<file path="config.mk">
export PLATFORM = sky130hd
export DESIGN_NAME = rpsc_fault_annunciator
export DESIGN_NICKNAME = d
export VERILOG_FILES = /design/src/rtl/rpsc_fault_annunciator.sv
export SDC_FILE = /design/constraint.sdc
export NUM_CORES = 1
export LEC_CHECK = 0
export BUFFER_PORTS_ARGS = -buffer_cell sky130_fd_sc_hd__buf_4
export CELL_PAD_IN_SITES_DETAIL_PLACEMENT = 2
export CELL_PAD_IN_SITES_GLOBAL_PLACEMENT = 2
export CORE_MARGIN = 5
export CORE_UTILIZATION = 38
export DETAILED_ROUTE_END_ITERATION = 8
export PLACE_DENSITY = 0.86
export SLEW_MARGIN = 10
export SYNTH_ARGS = -nofsm -noshare
export SYNTH_HDL_FRONTEND = slang
export SYNTH_SLANG_ARGS = --single-unit
</file>
<file path="constraint.sdc">
create_clock -name clk -period 1.8 [get_ports clk]
set_input_delay 0.09 -clock clk [delete_from_list [all_inputs] [get_ports clk]]
set_output_delay 0.09 -clock clk [all_outputs]
set_load 0.05 [all_outputs]
</file>
<file path="src/rtl/rpsc_fault_annunciator.sv">
// rpsc_fault_annunciator
// Control-room annunciator for the RPSC fault card. Conditions the raw card
// lines and operator pushbuttons, runs one alarm sequence per channel
// (fast flash unacknowledged / steady acknowledged / slow flash ringback) and
// drives the panel lamps, the horn, the emergency lamp and the first-out
// register. All outputs are registered.

module rpsc_fault_annunciator #(
    parameter int N_CH      = 8,
    parameter int DEB_CYC   = 50000,
    parameter int FAST_HALF = 6250000,
    parameter int SLOW_HALF = 25000000
) (
    input  logic                    clk,
    input  logic                    reset,
    input  logic [N_CH-1:0]         i_fault_la,
    input  logic                    i_emergency,
    input  logic                    i_ack,
    input  logic                    i_rst_btn,
    input  logic                    i_lamptest,
    output logic [N_CH-1:0]         o_lamp,
    output logic                    o_horn,
    output logic                    o_emerg_lamp,
    output logic [$clog2(N_CH)-1:0] o_first_out,
    output logic                    o_first_vld
);

    localparam int IDX_W  = $clog2(N_CH);
    localparam int N_IN   = N_CH + 4;
    localparam int DEB_W  = $clog2(DEB_CYC + 1);
    localparam int FAST_W = $clog2(FAST_HALF + 1);
    localparam int SLOW_W = $clog2(SLOW_HALF + 1);

    // Bit positions of the operator/emergency lines inside the conditioned bus.
    localparam int B_EMERG = N_CH;
    localparam int B_ACK   = N_CH + 1;
    localparam int B_RST   = N_CH + 2;
    localparam int B_LT    = N_CH + 3;

    typedef enum logic [1:0] {
        NORMAL   = 2'd0,
        UNACK    = 2'd1,
        ACKED    = 2'd2,
        RINGBACK = 2'd3
    } ch_state_e;

    // ------------------------------------------------------------------
    // Input conditioning state
    // ------------------------------------------------------------------
    logic [N_IN-1:0]             raw_in;
    logic [N_IN-1:0]             sync1_q, sync1_d;
    logic [N_IN-1:0]             sync2_q, sync2_d;
    logic [N_IN-1:0]             filt_q, filt_d;
    logic [N_IN-1:0][DEB_W-1:0]  deb_cnt_q, deb_cnt_d;
    logic                        ack_prev_q, ack_prev_d;
    logic                        rst_prev_q, rst_prev_d;

    logic [N_CH-1:0] fault_f;
    logic            emerg_f, ack_f, rst_f, lamptest_f;
    logic            ack_edge, rst_edge;

    // Flash generator state
    logic [FAST_W-1:0] fast_cnt_q, fast_cnt_d;
    logic [SLOW_W-1:0] slow_cnt_q, slow_cnt_d;
    logic              fast_ph_q, fast_ph_d;
    logic              slow_ph_q, slow_ph_d;

    // Channel FSM state
    ch_state_e state_q [N_CH];
    ch_state_e state_d [N_CH];
    logic      all_normal;
    logic      all_normal_prev_q, all_normal_prev_d;

    // Output registers
    logic [N_CH-1:0]  lamp_q, lamp_d;
    logic             horn_q, horn_d;
    logic             emerg_lamp_q, emerg_lamp_d;
    logic [IDX_W-1:0] first_idx_q, first_idx_d;
    logic             first_vld_q, first_vld_d;

    assign raw_in     = {i_lamptest, i_rst_btn, i_ack, i_emergency, i_fault_la};
    assign fault_f    = filt_q[N_CH-1:0];
    assign emerg_f    = filt_q[B_EMERG];
    assign ack_f      = filt_q[B_ACK];
    assign rst_f      = filt_q[B_RST];
    assign lamptest_f = filt_q[B_LT];
    assign ack_edge   = ack_f & ~ack_prev_q;
    assign rst_edge   = rst_f & ~rst_prev_q;

    // Synchronize, then accept a new level only after DEB_CYC stable cycles.
    always_comb begin
        sync1_d    = raw_in;
        sync2_d    = sync1_q;
        ack_prev_d = ack_f;
        rst_prev_d = rst_f;
        // NOTE: every comb output gets a default before any branch, so no latch is inferred.
        filt_d     = filt_q;
        deb_cnt_d  = '0;
        for (int i = 0; i < N_IN; i++) begin
            if (sync2_q[i] != filt_q[i]) begin
                if (deb_cnt_q[i] == DEB_W'(DEB_CYC - 1)) begin
                    filt_d[i] = sync2_q[i];
                end else begin
                    deb_cnt_d[i] = deb_cnt_q[i] + 1'b1;
                end
            end
        end
    end

    // Free-running flash counters shared by all channels.
    always_comb begin
        fast_cnt_d = fast_cnt_q + 1'b1;
        fast_ph_d  = fast_ph_q;
        if (fast_cnt_q == FAST_W'(FAST_HALF - 1)) begin
            fast_cnt_d = '0;
            fast_ph_d  = ~fast_ph_q;
        end
        slow_cnt_d = slow_cnt_q + 1'b1;
        slow_ph_d  = slow_ph_q;
        if (slow_cnt_q == SLOW_W'(SLOW_HALF - 1)) begin
            slow_cnt_d = '0;
            slow_ph_d  = ~slow_ph_q;
        end
    end

    // Input conditioning and flash registers.
    always_ff @(posedge clk or negedge reset) begin
        if (!reset) begin
            sync1_q    <= '0;
            sync2_q    <= '0;
            filt_q     <= '0;
            deb_cnt_q  <= '0;
            ack_prev_q <= 1'b0;
            rst_prev_q <= 1'b0;
            fast_cnt_q <= '0;
            slow_cnt_q <= '0;
            fast_ph_q  <= 1'b1;
            slow_ph_q  <= 1'b1;
        end else begin
            // NOTE: state updates use <= so every flop samples pre-edge values.
            sync1_q    <= sync1_d;
            sync2_q    <= sync2_d;
            filt_q     <= filt_d;
            deb_cnt_q  <= deb_cnt_d;
            ack_prev_q <= ack_prev_d;
            rst_prev_q <= rst_prev_d;
            fast_cnt_q <= fast_cnt_d;
            slow_cnt_q <= slow_cnt_d;
            fast_ph_q  <= fast_ph_d;
            slow_ph_q  <= slow_ph_d;
        end
    end

    // Channel state register.
    always_ff @(posedge clk or negedge reset) begin
        if (!reset) begin
            for (int i = 0; i < N_CH; i++) begin
                state_q[i] <= NORMAL;
            end
            all_normal_prev_q <= 1'b1;
        end else begin
            for (int i = 0; i < N_CH; i++) begin
                state_q[i] <= state_d[i];
            end
            all_normal_prev_q <= all_normal_prev_d;
        end
    end

    // Channel next-state: ACK acts on UNACK, RESET on RINGBACK, one step per cycle.
    always_comb begin
        for (int i = 0; i < N_CH; i++) begin
            state_d[i] = state_q[i];
            unique case (state_q[i])
                NORMAL:   if (fault_f[i]) state_d[i] = UNACK;
                UNACK:    if (ack_edge) state_d[i] = fault_f[i] ? ACKED : NORMAL;
                ACKED:    if (!fault_f[i]) state_d[i] = RINGBACK;
                RINGBACK: begin
                    // A returning fault outranks a same-cycle RESET.
                    if (fault_f[i])    state_d[i] = UNACK;
                    else if (rst_edge) state_d[i] = NORMAL;
                end
                default:  state_d[i] = NORMAL;
            endcase
        end
    end

    // Output decode: lamps, horn, emergency lamp and first-out tracking.
    always_comb begin
        lamp_d       = '0;
        horn_d       = emerg_f;
        all_normal   = 1'b1;
        first_idx_d  = first_idx_q;
        first_vld_d  = first_vld_q;
        for (int i = 0; i < N_CH; i++) begin
            unique case (state_q[i])
                NORMAL:   lamp_d[i] = 1'b0;
                UNACK:    lamp_d[i] = fast_ph_q;
                ACKED:    lamp_d[i] = 1'b1;
                RINGBACK: lamp_d[i] = slow_ph_q;
                default:  lamp_d[i] = 1'b0;
            endcase
            if (state_q[i] == UNACK)  horn_d     = 1'b1;
            if (state_q[i] != NORMAL) all_normal = 1'b0;
        end
        if (lamptest_f) lamp_d = '1;
        emerg_lamp_d      = emerg_f | lamptest_f;
        all_normal_prev_d = all_normal;

        if (first_vld_q) begin
            if (all_normal) begin
                first_vld_d = 1'b0;
                first_idx_d = '0;
            end
        end else if (all_normal_prev_q && !all_normal) begin
            // Leaving all-NORMAL can only mean entering UNACK; lowest index wins.
            for (int i = N_CH - 1; i >= 0; i--) begin
                if (state_q[i] == UNACK) begin
                    first_idx_d = IDX_W'(i);
                    first_vld_d = 1'b1;
                end
            end
        end
    end

    // Output registers.
    always_ff @(posedge clk or negedge reset) begin
        if (!reset) begin
            lamp_q       <= '0;
            horn_q       <= 1'b0;
            emerg_lamp_q <= 1'b0;
            first_idx_q  <= '0;
            first_vld_q  <= 1'b0;
        end else begin
            lamp_q       <= lamp_d;
            horn_q       <= horn_d;
            emerg_lamp_q <= emerg_lamp_d;
            first_idx_q  <= first_idx_d;
            first_vld_q  <= first_vld_d;
        end
    end

    assign o_lamp       = lamp_q;
    assign o_horn       = horn_q;
    assign o_emerg_lamp = emerg_lamp_q;
    assign o_first_out  = first_idx_q;
    assign o_first_vld  = first_vld_q;

endmodule

</file>
== Word-level counts from Yosys, hierarchy flattened ==
Index checks and enable logic that the tools add are counted.

* Equal/unequal tests: 83
* Reduce and logical (&&, ||, !) cells: 41
* Multiplexer cells: 122
* Bitwise logic cells: 7
* $add $sub $neg: 14

{| class="wikitable"
|+ Operators by type and width
! cell !! number
|-
| two-way mux 16 bit || 24
|-
| adder 16 x 1 -> 16 bit (second input constant) || 12
|-
| == test 16 bit (second input constant) || 12
|-
| two-way mux 2 bit || 41
|-
| case mux 2 bit (4 select lines) || 8
|-
| inequality test 2 bit (second input constant) || 25
|-
| two-way mux 3 bit || 11
|-
| == test 2 bit (second input constant) || 16
|-
| case mux 1 bit (4 select lines) || 8
|-
| AND reduction 4 bit || 8
|-
| two-way mux 1 bit || 27
|-
| adder 25 x 1 -> 25 bit (second input constant) || 1
|-
| == test 25 bit (second input constant) || 1
|-
| two-way mux 25 bit || 1
|-
| inequality test 3 bit (second input constant) || 8
|-
| AND reduction 2 bit || 12
|-
| adder 23 x 1 -> 23 bit (second input constant) || 1
|-
| == test 23 bit (second input constant) || 1
|-
| two-way mux 23 bit || 1
|-
| nonzero test 2 bit || 9
|-
| == test 2 x 1 -> 1 bit (second input constant) || 8
|-
| logical NOT 2 bit || 8
|-
| inequality test 1 bit || 12
|-
| nonzero test 9 bit || 1
|-
| 7 further kinds || 11
|}

* Register bits after elaboration: 311
* Logic and storage cells: 313
* Input port bits: 14

== Longest topological paths before layout ==
Gate-level depths: netlist of the first run.

* Depth in word-level cells: 13
* Mapped depth: 7

== Worst setup path before layout of the first run ==
No wires, ideal clock.

* Kind: reg-to-reg
* Start: reg fast_cnt_q[7]
* End: reg fast_cnt_q[19]
* Cell stages (with the launch flop): 6
* Setup slack: -0.061 ns
* Data required time: 1.681 ns
* Arrival: 1.743 ns
* Setup time: 0.119 ns
* Cell sequence: dfrtp_1 -> or4b_2 -> nor4_1 -> and4_1 -> buf_6 -> nor2_1

* Longest elaborated chain between the ends: 2
* Elaborated cells between the ends (all ways): 3
* Those cells by class: 1 x add/sub; 1 x eq/ne; 1 x mux

{| class="wikitable"
|+ Ends and longest elaborated chain
! what !! RTL line !! source
|-
| from (decl) || 63 || <nowiki>logic [FAST_W-1:0] fast_cnt_q, fast_cnt_d;</nowiki>
|-
| from (signal assigned) || 147 || <nowiki>fast_cnt_q <= fast_cnt_d;</nowiki>
|-
| adder 23 x 1 -> 23 bit or == test 23 bit (tied branches) || 112, 114 ||
|-
| two-way mux 23 bit * || 114 || <nowiki>if (fast_cnt_q == FAST_W'(FAST_HALF - 1)) begin</nowiki>
|-
| via fast_cnt_d[19] || 63 ||
|}

The timed path passes the listed nets; every way through them passes the cells marked *.
A chain may end at the register's enable or synchronous reset.

== Worst setup path in the final report of the first run ==
* Start: reg fast_cnt_q[4]
* End: reg fast_ph_q

* Longest elaborated chain between the ends: 1

{| class="wikitable"
|+ Ends and longest elaborated chain
! what !! RTL line !! source
|-
| == test 23 bit || 114 ||
|-
| to (signal assigned) || 149 || <nowiki>fast_ph_q <= fast_ph_d;</nowiki>
|-
| to (decl) || 65 || <nowiki>logic fast_ph_q, fast_ph_d;</nowiki>
|}

Every way passes these cells.

==> impl_metrics.csv, run 1 <==
group,metric,value,unit
status,status,"finished, violations left",
status,failing_checks,"negative setup slack",
routing,remaining_drc_errors,0,
worst_setup_path,crit_slowest_cell,"nor4b_1",
clock_network,cts_num_sinks,311,
clock_network,cts_root_cell,"clkbuf_16",
routing,drtIter0Drc,677,
layout,layout.area.seq,7795,sq um
floorplan,die_width,202.4,microns
layout,finalCoreUtilization,0.4784,
timing,fin_worst_skew,0.02582,ns
routing,drt_first_pass_iters,5,
worst_setup_path,worstSetupEndpoint,"fast_ph_q$_DFFE_PN1N_",
clock_network,clockBufferDepth,3,
placed_design,place_congestion,0.7816,
timing,rsz_0062_raised_after_global_routing,"true",
synth,syn_area,14070,sq um
worst_setup_path,cells_traversed_along_the_worst_timing_path,"buf_4 -> nor4b_1 -> and4_4 -> xor2_1",
worst_setup_path,crit_fanout,6,
job,maxCapViolCount,0,
global_route,grt_pass1_vias,13040,
floorplan,io_pins,28,
timing,setup_slack,-0.2049,ns
layout,final_layout_size_suffix_gt1_frac,0.1809,
routing,ant_nets,0,
timing,actual_slew_at_the_worst_max_slew_pin,0.7558,ns
worst_setup_path,critical_path_class,"reg2reg",
synth,syn_area_per_cell,10.21,sq um
routing,average_wire_per_cell_in_the_routed_design,25.95,microns
synth,synth_enable_flop_cells,0,
synth,yosys_synthesis_warning_count,0,
placed_design,number_of_buffers_added_on_ports,27,
floorplan,start_util,0.3844,
worst_setup_path,critical_path_depth,4,
floorplan,die_area,40980,sq um
synth,yosys.area.top_type,"dfrtp_1",
clock_network,cts.htree.levels,2,
synth,netlist_top_cells_count,"308 x dfrtp_1, 277 x nor2_1, 152 x xnor2_1",
worst_setup_path,slowest_delay,0.67,ns
global_route,grt_overflow,0,
synth,synthDistinctLibCells,46,
synth,yosys-top-cells-area,"dfrtp_1 55%, xnor2_1 9.5%, nor2_1 7.4%, xor2_1 4.4%, and3_1 3.1%",
layout,syn2layout_area_growth,24.47,%
global_route,grtUsageTotal,0.2298,
timing,fraction_of_the_cycle_the_final_worst_path_needs,1.114,
routing,detail_route.vias_per_cell,5.612,
global_route,antenna_violations_before_repair,1,
synth,syn_nets,1406,
synth,async_reset_ff_frac,1.000,
synth,synth_top_flop_cell,"dfrtp_1",
timing,worst_hold_slack,0.1147,ns
floorplan,rows,70,
worst_setup_path,r2r_cells,4,
worst_setup_path,regToRegEndpoint,"fast_ph_q$_DFFE_PN1N_",
synth,yosys_register_bits,311,
layout,filler_cell_count,3625,
timing,slew_headroom,0.4890,
worst_setup_path,crit_start,"fast_cnt_q[4]$_DFF_PN0_",
timing,finalSetupViolCount,48,
clock_network,worstSkewPairLatency,0.56,ns
floorplan,die_height,202.4,microns
worst_setup_path,critPathLaunchType,"flip-flop",
routing,drt_wl_total,52600,microns
routing,detailroute.via_count,11380,
timing,report.final.slew_viol_count,0,
floorplan,core_region_area,36610,sq um
placed_design,hpwlAfterDp,25660,microns
power,power_density,938.4,nW/um^2
layout,finish.net_count,1560,
worst_setup_path,cp.required,2.26,ns
synth,post-synth-top-count-cell,"dfrtp_1",
worst_setup_path,crit-reg2reg-launch,"fast_cnt_q[4]$_DFF_PN0_",
worst_setup_path,reg2reg_setup_slack,-0.20,ns
hold_path,class_of_the_worst_hold_path,"in2async",
layout,antennaDiodeCount,0,
layout,final_design_area_no_fill,17520,sq um
worst_setup_path,critical-path-top-delay-family,"simple AND/OR/NAND/NOR gates",
layout,area_occupied_by_multi_input_gates,6432,sq um
synth,seq_total_area_yosys,0.5533,
synth,number_of_instances_in_the_synthesized_netlist,1378,
power,pnr_total_power,16.44,mW
global_route,first_pass_grt_wire_length,75620,microns
clock_network,cts_buffers,38,
synth,yosys.area.top_type_share,0.5477,
timing,clock.fmax,498.8,MHz
worst_setup_path,crit_path_end_kind,"flip-flop",
power,power.ir.vdd_worst,0.5078,mV
timing,setup_total_negative_slack,-2.972,ns
power,p_leak,7.719,nW
clock_network,cts_tree,"yes",
timing,period_minus_slack,2.005,ns
worst_setup_path,critical_path_arrival,2.47,ns
placed_design,placed_area,15370,sq um
worst_setup_path,wp_buf_inv,1,
clock_network,clkSlewWorstSetupHoldPaths,0.06,ns
timing,final-hold-violation-count,0,
global_route,grt_start_max_net_pins,64,
## cell families after synthesis
group / Yosys count / synth area share
DFF: 311 / 0.5533
adders and majority gates: 14 / 0.01245
buffers and inverters: 63 / 0.01787
and+or+nand+nor: 698 / 0.2388
xor gates and xnor gates: 222 / 0.1382
muxes: 15 / 0.01174
AOI/OAI and AO/OA: 55 / 0.02765
## where the power goes
group / switching, mW / total, mW / internal [mW] / leakage, nW
sequential: 0.0939 / 7.18 / 7.08 / 4.21
clock: 3.37 / 8.77 / 5.40 / 0.672
combinational: 0.326 / 0.492 / 0.166 / 2.84
total: 3.79 / 16.4 / 12.6 / 7.72
## stage by stage
step,std cells,setup WS (ns)
2_1_floorplan,1378,0.01087
3_3_place_gp,1919,-0.05068
3_5_place_dp,1919,-0.1375
4_1_cts,2004,-0.09016
5_1_grt,2027,-0.2579
6_report,2027,-0.2049
## state kept, by name, summed over array words and instances (netlist names), 3 cells and up, named ones only
| name | flops |
|---|---|
| slow_cnt_q | 25 |
| o_first_out | 3 |
| fast_cnt_q | 23 |
| deb_cnt_q | 192 |
| sync2_q | 12 |
| state_q | 8 |
| filt_q | 12 |
| sync1_q | 12 |
| o_lamp | 8 |
## layout make-up
| class | count | area share |
|---|---|---|
| Clock inverter | 13 | 0.01400 |
| Sequential cell | 311 | 0.4450 |
| Clock buffer | 54 | 0.06479 |
| Inverter | 43 | 0.009215 |
| Timing Repair Buffer | 133 | 0.06629 |
| Tap cell | 468 | 0.03343 |
| Multi-Input combinational cell | 1005 | 0.3672 |
## worst min path at each step
| stage | startpoint | end | slack [ns] | depth (start not counted) |
|---|---|---|---|---|
| finish | reset | deb_cnt_q[2]$_DFF_PN0_ | 0.11 | 2 |
| detailed placement | reset | deb_cnt_q[15]$_DFF_PN0_ | 0.09 | 1 |
| global route | reset | deb_cnt_q[96]$_DFF_PN0_ | 0.15 | 2 |
| floorplan | reset | asynchronous set/reset pin | -0.21 | 0 |
| global placement | reset | deb_cnt_q[7]$_DFF_PN0_ | 0.09 | 1 |
| CTS | reset | deb_cnt_q[96]$_DFF_PN0_ | 0.11 | 2 |
## metal layers
metal / global-route usage / routed length [microns] / up-vias
li1: - / - / 4933
met1: 0.2692 / 20790 / 6033
met2: 0.4222 / 28070 / 272
met3: 0.04252 / 1712 / 135
met4: 0.07953 / 2015 / 2
met5: 0 / 12 / -
## repair_timing
action                                 4_1_cts  5_1_grt
setup endpoints to repair                   38       73
endpoints found under the hold margin      321        0
pin swaps                                   12       25
hold buffers                                13        0
gates cloned                                 1        0
setup buffers                                4       23
resized for setup                           18       75
## layout by cell type, fill, tap and decap left out, drive strengths merged, types with 10 or more instances in the layout
master	n
xor2	70
a21oi	10
nor4	10
nand4	35
and3	71
or3	10
dfrtp	308
o21ai	16
ha	14
buf	120
inv	43
dlygate4sd3	13
nor2b	12
clkbuf	54
nand2b	16
nand3	81
nor2	278
nand2	90
nor3	60
mux2	12
xnor2	152
nor4b	14
No activity file was read; power rests on OpenSTA's default activity.
==> run 2: changes to the inputs <==
--- a/config.mk
+++ b/config.mk
@@ -5,10 +5,10 @@
 export SDC_FILE = /design/constraint.sdc
 export NUM_CORES = 1
 export LEC_CHECK = 0
-export BUFFER_PORTS_ARGS = -buffer_cell sky130_fd_sc_hd__buf_4
+export BUFFER_PORTS_ARGS = -buffer_cell sky130_fd_sc_hd__buf_2
 export CELL_PAD_IN_SITES_DETAIL_PLACEMENT = 2
 export CELL_PAD_IN_SITES_GLOBAL_PLACEMENT = 2
-export CORE_MARGIN = 5
+export CORE_MARGIN = 3
 export CORE_UTILIZATION = 38
 export DETAILED_ROUTE_END_ITERATION = 8
 export PLACE_DENSITY = 0.86
==> impl_metrics.csv, run 2 (same netlist as run 1, synthesis figures left out) <==
group,metric,value,unit
timing,rsz_0062_raised_after_global_routing,"true",
placed_design,hpwlAfterDp,26960,microns
status,failing_checks,"negative setup slack",
global_route,grt_overflow,0,
timing,clock.fmax,482.6,MHz
routing,drt_wl_total,50500,microns
timing,final-hold-violation-count,0,
layout,filler_cell_count,3588,
clock_network,cts_root_cell,"clkbuf_16",
hold_path,class_of_the_worst_hold_path,"in2async",
clock_network,cts_num_sinks,311,
clock_network,cts.htree.levels,2,
layout,final_layout_size_suffix_gt1_frac,0.1709,
floorplan,rows,69,
timing,setup_total_negative_slack,-2.195,ns
clock_network,clockBufferDepth,3,
layout,layout_common_cells,"307 x dfrtp_1, 268 x nor2_1, 152 x xnor2_1",
routing,remaining_drc_errors,0,
routing,detailroute.via_count,11180,
floorplan,io_pins,28,
power,pnr_total_power,15.49,mW
timing,period_minus_slack,2.072,ns
floorplan,start_util,0.3909,
clock_network,cts_buffers,36,
layout,antennaDiodeCount,0,
global_route,grt_pass1_vias,12980,
layout,final_design_area_no_fill,17190,sq um
global_route,first_pass_grt_wire_length,77250,microns
worst_setup_path,crit_path_end_kind,"flip-flop",
floorplan,die_width,198.4,microns
timing,setup_slack,-0.2720,ns
worst_setup_path,reg2reg_setup_slack,-0.27,ns
routing,detail_route.vias_per_cell,5.557,
timing,finalSetupViolCount,29,
layout,largest_reg_flops,192,
global_route,grtUsageTotal,0.2487,
placed_design,number_of_buffers_added_on_ports,27,
worst_setup_path,regToRegEndpoint,"fast_cnt_q[21]$_DFF_PN0_",
global_route,grt_start_max_net_pins,57,
routing,ant_nets,0,
worst_setup_path,crit_fanout,4,
layout,finish.net_count,1551,
power,p_leak,7.625,nW
worst_setup_path,critPathLaunchType,"flip-flop",
floorplan,die_area,39380,sq um
power,power.ir.vdd_worst,0.6098,mV
timing,fin_worst_skew,0.02465,ns
timing,slew_headroom,0.5623,
timing,actual_slew_at_the_worst_max_slew_pin,0.6552,ns
floorplan,die_height,198.4,microns
clock_network,cts_tree,"yes",
timing,fraction_of_the_cycle_the_final_worst_path_needs,1.151,
worst_setup_path,critical_path_class,"reg2reg",
floorplan,core_region_area,36000,sq um
timing,report.final.slew_viol_count,0,
status,status,"finished, violations left",
routing,drt_first_pass_iters,5,
layout,layout_commonest_cell,"dfrtp_1",
worst_setup_path,crit-reg2reg-launch,"fast_cnt_q[8]$_DFF_PN0_",
worst_setup_path,critical_path_arrival,2.52,ns
routing,average_wire_per_cell_in_the_routed_design,25.10,microns
layout,reg_top3,"deb_cnt_q x192, slow_cnt_q x25, fast_cnt_q x23",
global_route,antenna_violations_before_repair,0,
clock_network,clkSlewWorstSetupHoldPaths,0.07,ns
clock_network,worstSkewPairLatency,0.55,ns
worst_setup_path,r2r_cells,7,
layout,syn2layout_area_growth,22.12,%
routing,drtIter0Drc,603,
job,maxCapViolCount,0,
placed_design,placed_area,15300,sq um
worst_setup_path,cp.required,2.25,ns
layout,registers.top_by_ff_count,"deb_cnt_q",
placed_design,place_congestion,0.7821,
power,power_density,901.5,nW/um^2
layout,finalCoreUtilization,0.4774,
-- run 2: cell types whose count changed in the layout (fill, tap and decap cells not counted), sizes merged --
cell	delta
clkbuf	-8
clkinv	+10
buf	-7
bufinv	-3
-- run 2: worst max-delay path, stage by stage (launching register included) --
cell and delay (ns):
dfrtp_1 0.40, buf_4 0.16, nand4_1 0.22, nor4_2 0.36
buf_4 0.19, nand2_1 0.16, nor3_1 0.25, xor2_1 0.24
-- run 2: metrics by stage --
step	hold slack (ns)	std cells	setup WS [ns]
floorplan	-0.2056	1378	0.01087
global placement	0.06564	1914	-0.02645
detailed placement	0.06904	1914	-0.1116
CTS	0.09615	1998	-0.09204
global route	0.1136	2012	-0.3081
finish	0.09033	2012	-0.2720
-- run 2: layout make-up --
| class | instances | area [sq um] | area share |
|---|---|---|---|
| Clock inverter | 20 | 246.5 | 0.01434 |
| Tap cell | 461 | 576.8 | 0.03356 |
| Timing Repair Buffer | 126 | 1012 | 0.05890 |
| Clock buffer | 46 | 1008 | 0.05868 |
| Multi-Input combinational cell | 1005 | 6390 | 0.3718 |
| Sequential cell | 311 | 7787 | 0.4531 |
| Inverter | 43 | 163.9 | 0.009538 |
-- run 2: how the worst max path moves through the flow --
| stage | start | endpoint | depth (start not counted) |
|---|---|---|---|
| 2_1_floorplan | fast_cnt_q[7]$_DFF_PN0_ | fast_cnt_q[19]$_DFF_PN0_ | 5 |
| 3_3_place_gp | fast_cnt_q[7]$_DFF_PN0_ | fast_ph_q$_DFFE_PN1N_ | 4 |
| 3_5_place_dp | fast_cnt_q[10]$_DFF_PN0_ | fast_cnt_q[20]$_DFF_PN0_ | 5 |
| 4_1_cts | fast_cnt_q[7]$_DFF_PN0_ | fast_cnt_q[20]$_DFF_PN0_ | 5 |
| 5_1_grt | fast_cnt_q[5]$_DFF_PN0_ | fast_cnt_q[21]$_DFF_PN0_ | 6 |
| 6_report | fast_cnt_q[8]$_DFF_PN0_ | fast_cnt_q[21]$_DFF_PN0_ | 7 |
-- run 2: per-layer routing --
layer / routed length [microns] / global-route usage
met1: 20290 / 0.2999
met3: 1410 / 0.02930
met4: 1696 / 0.07704
met5: 0 / 0
met2: 27100 / 0.4645
-- run 2: what timing repair did --
item	CTS	global route
hold buffers	13	0
setup buffers	5	15
setup endpoints to repair	29	87
pin swaps	13	22
hold endpoints to repair	300	0
resized for setup	23	55
gates cloned	1	0
-- run 2: power breakdown --
part	internal, mW	total [mW]	switching (mW)
registers	7.08	7.17	0.0913
logic	0.159	0.479	0.319
clock network	4.59	7.84	3.25
